[src/rtl/alu_program_sequencer.sv]
// Stored-program sequencer: fetches 16-bit instructions from a synchronous ROM and
// steps them through the register-file/ALU datapath, four cycles per instruction.
module alu_program_sequencer #(
   parameter int          PC_W       = 4,
   parameter int          PROG_LEN   = 16,
   parameter logic [15:0] HALT_INSTR = 16'hFFFF,
   parameter int          CNT_W      = 8
) (
   input  logic             clk_50M,
   input  logic             rst,
   input  logic             start,
   input  logic             abort,
   output logic             imem_en,
   output logic [PC_W-1:0]  imem_addr,
   input  logic [15:0]      imem_data,
   output logic [3:0]       rf_sr1,
   output logic [3:0]       rf_sr2,
   output logic [3:0]       rf_dr,
   output logic             rf_we,
   output logic             alu_imm_sel,
   output logic [3:0]       alu_imm,
   output logic [1:0]       alu_op,
   input  logic [15:0]      alu_result,
   input  logic             alu_of,
   output logic [15:0]      disp_data,
   output logic             disp_valid,
   output logic             busy,
   output logic             done,
   output logic             ovf_err,
   output logic [CNT_W-1:0] instr_cnt
);

   localparam logic [2:0] S_IDLE  = 3'd0;
   localparam logic [2:0] S_FETCH = 3'd1;
   localparam logic [2:0] S_LOAD  = 3'd2;
   localparam logic [2:0] S_EXEC  = 3'd3;
   localparam logic [2:0] S_WB    = 3'd4;
   localparam logic [2:0] S_DONE  = 3'd5;
   localparam logic [2:0] S_ERR   = 3'd6;

   localparam logic [PC_W-1:0] LAST_PC = PC_W'(PROG_LEN - 1);

   logic [2:0]      state;
   logic [PC_W-1:0] pc;
   logic [15:0]     ir;

   always_ff @(posedge clk_50M or posedge rst) begin
      if (rst) begin
         state     <= S_IDLE;
         pc        <= '0;
         ir        <= '0;
         instr_cnt <= '0;
         disp_data <= '0;
      end else begin
         case (state)
            S_IDLE, S_DONE, S_ERR: begin
               // abort overrides a simultaneous start
               if (start) begin
                  if (abort) begin
                     state <= S_IDLE;
                  end else begin
                     state     <= S_FETCH;
                     pc        <= '0;
                     instr_cnt <= '0;
                  end
               end else if (abort && state == S_IDLE) begin
                  state <= S_IDLE;
               end
            end
            S_FETCH: state <= abort ? S_IDLE : S_LOAD;
            S_LOAD: begin
               if (abort) begin
                  state <= S_IDLE;
               end else begin
                  ir    <= imem_data;
                  state <= (imem_data == HALT_INSTR) ? S_DONE : S_EXEC;
               end
            end
            S_EXEC: begin
               if (abort) begin
                  state <= S_IDLE;
               end else if (alu_of) begin
                  state <= S_ERR;
               end else begin
                  state <= S_WB;
                  if (ir[0]) disp_data <= alu_result;
               end
            end
            S_WB: begin
               // the write strobe of this cycle always completes, so it is counted
               if (instr_cnt != '1) instr_cnt <= instr_cnt + 1'b1;
               if (abort) begin
                  state <= S_IDLE;
               end else if (pc == LAST_PC) begin
                  state <= S_DONE;
               end else begin
                  pc    <= pc + 1'b1;
                  state <= S_FETCH;
               end
            end
            default: state <= S_IDLE;
         endcase
      end
   end

   assign imem_en     = (state == S_FETCH);
   assign imem_addr   = pc;
   assign alu_imm_sel = ir[15];
   assign rf_sr1      = ir[14:11];
   assign rf_sr2      = ir[10:7];
   assign alu_imm     = ir[10:7];
   assign alu_op      = ir[6:5];
   assign rf_dr       = ir[4:1];
   assign rf_we       = (state == S_WB) && !ir[0];
   assign disp_valid  = (state == S_WB) && ir[0];
   assign busy        = (state == S_FETCH) || (state == S_LOAD) ||
                        (state == S_EXEC)  || (state == S_WB);
   assign done        = (state == S_DONE);
   assign ovf_err     = (state == S_ERR);

endmodule
[config.mk]
export PLATFORM = sky130hd
export DESIGN_NAME = alu_program_sequencer
export DESIGN_NICKNAME = d
export VERILOG_FILES = /design/src/rtl/alu_program_sequencer.sv
export SDC_FILE = /design/constraint.sdc
export NUM_CORES = 1
export LEC_CHECK = 0
export CAP_MARGIN = 30
export CORE_MARGIN = 3
export CORE_UTILIZATION = 47
export DETAILED_ROUTE_END_ITERATION = 8
export GPL_ROUTABILITY_DRIVEN = 1
export PLACE_DENSITY_LB_ADDON = 0.25
export SLEW_MARGIN = 20
export SYNTH_ARGS = -nofsm -noshare
export SYNTH_HDL_FRONTEND = slang
export SYNTH_SLANG_ARGS = --single-unit
[constraint.sdc]
create_clock -name clk_50M -period 3.6 [get_ports clk_50M]
set_clock_uncertainty 0.2 [all_clocks]
set_input_delay 0.54 -clock clk_50M [delete_from_list [all_inputs] [get_ports clk_50M]]
set_output_delay 0.54 -clock clk_50M [all_outputs]
set_load 0.01 [all_outputs]
==> results.md <==
* Status: complete, no violations
* Synthesized area at between 0.002 and 0.0025 sq mm
* Post-synthesis compound-gate area fraction at 7.92%
* Placed cells at 331
* Syn Nets at roughly 240
* CP Launch Type: register
* Worst setup startpoint: state[2]
* Gr ovfl total at 0
* Synth Area in Simple Gates at roughly 15%
* MaxCap Viol Count at 0
* Port Buffers at 89
* Unrepaired setup endpoints after global routing: no
* Post-CTS Resized at 0
* Post-synthesis async set-or-reset flop share at 100%
* IO Pins at 90
* Cells on worst reg2reg path at 5
* Crit path arrival time at 2.17 ns
* Clock buffer depth at 2
* TritonRoute pass-1 iters at 4
* Cell taking the most area after synthesis: dfrtp_1
* Sequential fraction of the synthesis area at 50.3%
* Die width at 76.5 um
* Maximum clock frequency at 344 MHz
* Worst Hold Class: reg2reg
* Clk_lat worst skew at 0.31 ns
* Top cells by area, synth: dfrtp_1, mux2_2, buf_4
* Clock Sinks at 47
* Reg area at 0.00118 sq mm
* CTS Hold Bufs at 0
* Area of the die at 0.00586 sq mm
* Share of layout cells above drive strength 1 at a little under a fifth
* Post-layout power at 1.76 mW
* Setup crit end kind: output pin
* Actual slew at the worst max-slew pin at just over 0.6 ns
* Number of synthesized flops with an enable pin at 0
* N_diodes at 0
* CORE AREA at 0.00475 sq mm
* CP max stage cell: clkdlybuf4s50_1
* Pwr dens at 535 mW/mm^2
* Setup TNS at 0 ns
* Vias per cell at between 5 and 6
* DP Wirelength at 3.70 mm
* Pleak at 1.39 nW
* Worst R2R Setup Slack at 1.33 ns
* WL final at approximately 4.9 mm
* Drt drc at 0
* Maximum fanout along the worst path at 12
* Starting Density at 49.2%
* CTS Buf Count at 5
* Proportion of synthesized area in mux cells at 16.7%
* Synth top cells by count: dfrtp_1, mux2_2, buf_4
* Clk pwr share at 22.9%
* Vias in the first global route at approximately 1.8k
* Critical path depth at 4
* Fin crit period at between 2 and 3 ns
* Layout area overhead at 40.4%
* Synthesized area per cell at 11.9 sq um
* Number of synthesized register bits at 47
* Setup Crit Path Kind: reg2out
* Critical Path RT at 2.86 ns
* P_int at between 1 and 1.5 mW
* Overall routing resource usage at 17.9%
* Gpl congestion at between 0.7 and 0.8
* Final Hold Vio Count at 0
* Root Driver: clkbuf_8
* Slew Viols, Final at 0
* Routed len/inst at 14.6 um
* Relative slew slack at roughly 58%
* Die Ht at 76.5 um
* Gate Count Post-Synth at 197
* Comb power frac at 34.9%
* Most numerous cell in the Yosys netlist: dfrtp_1
* Hold_sp: disp_data[2]
* Distinct cells, synth at 44
* Antenna Nets Post-Route at 0
* CTS clk-pin slew, worst paths at roughly 0.090 ns
* Core Util, Final at 69.1%
* Net Sw Power at 473 uW
* Iter 0 DRT Violations at 87
* Yosys warns at 0
* RR Endpoint: instr_cnt[2]
* TritonCTS clock tree: yes
* Fin crit share at 80.8%
* Post-route cell area at around 0.0033 sq mm
* Vias at between 1.5k and 2k
* Largest net degree at the start of global routing at 26
* Crit path cell chain: and2b_2 -> nand2b_1 -> nor2_1 -> clkdlybuf4s50_1
* CP delay by family, top: simple AND/OR/NAND/NOR gates
* Initial antenna violation count at 0
* Buf/Inv on CP at 1
* Hold endpoint: disp_data[2]
* Area of the multi-input gates at 970 sq um
* Synth Area in Adders at 1.07%
* Cell Count, Final, Fillers Out at between 300 and 400
* Hold depth at 1
* Worst reg2reg startpoint: state[2]
* Post-Synth XOR/XNOR Area at 0.375%
* Fin nets at 310
* Post-synth top flop: dfrtp_1
* Sequential power share at a little over two fifths
* CTS H-tree lvls at 2
* Max incr delay on CP at 0.59 ns
* Yosys top cell area share at 50.3%
* Post-CTS setup buffer count at 0
* Layout fillers at 376
* VDD IR max at 0.347 mV
* First-pass GRT wire length at approximately 8.4 mm
* Sw Ratio at 26.9%
* Row count at 25
* DP Area at 0.00317 sq mm
* Main combinational cell family by area after synthesis: multiplexers
* Final Setup Violations at 0
-- worst reg2reg max path: cells and delay by family, from the launching register on --
kind | cells | cell delay, ns
DFF | 1 | 0.58
and+or+nand+nor | 4 | 1.28
AOI/OAI and AO/OA | 1 | 0.09
-- flip-flops by register name, summed over array words and instances, names as in the netlist --
register and count:
state 3, instr_cnt 8, imem_addr 4, disp_data 16, ir 16
-- worst max-delay path by stage --
stage | slack, ns | to
after floorplan | 1.65 | rf_we
after detailed placement | 0.98 | instr_cnt[2]
after CTS | 0.68 | rf_we
after global placement | 1.01 | instr_cnt[1]
final | 0.69 | rf_we
after global routing | 0.50 | rf_we
-- cell type report --
| class | count | share of cell area [%] |
|---|---|---|
| clock buffers | 6 | 2.51 |
| inverters | 3 | 0.343 |
| repair buffers | 91 | 28.2 |
| well taps | 67 | 2.55 |
| clock inverters | 2 | 1.07 |
| multi-input cells | 123 | 29.5 |
| flip-flops and latches | 47 | 35.8 |
-- power by group through the flow --
stage	clock network (mW)	registers, mW	logic, mW
6_report	0.402	0.741	0.614
5_1_grt	0.433	0.760	0.657
4_1_cts	0.409	0.743	0.621
3_5_place_dp	0	0.752	0.619
3_3_place_gp	0	0.750	0.605
2_1_floorplan	0	0.754	0.371
-- per-stage QoR --
stage	hold slack [ns]	worst slack, ns
floorplan	0.282	1.65
global placement	0.288	1.01
detailed placement	0.294	0.975
CTS	0.314	0.677
global route	0.324	0.504
finish	0.309	0.691
-- per-layer routing --
metal | track usage [%] | up-vias | share of wire, %
met3 | 9.34 | 5 | 11
met5 | 0 | - | 0
li1 | - | 851 | -
met2 | 27.2 | 85 | 45
met4 | 4.71 | 0 | 0.99
met1 | 22.4 | 844 | 43
-- cells in the final DEF, fill, tap and decap left out, drive strengths merged, types with 2 or more instances in the layout --
cell,n
inv,3
nor3,4
clkbuf,6
a21o,2
mux2,32
nor4,4
nand4,7
clkdlybuf4s50,89
buf,2
ha,2
a31oi,2
nor3b,4
o21ai,9
nor2,8
dfrtp,47
and2,2
mux2i,3
o31ai,4
nand2b,6
nand2,12
nand3,4
-- cell families (layout without fill, tap and decap cells) --
kind of cell	after synthesis	in the layout
AO/OA/AOI/OAI	27	27
XOR/XNOR	1	1
adder cells (fa/ha/maj)	2	2
buffers and inverters	27	102
flip-flops	47	47
multiplexers	35	35
AND/OR/NAND/NOR	58	58
Power figures use the tool's default switching activity.
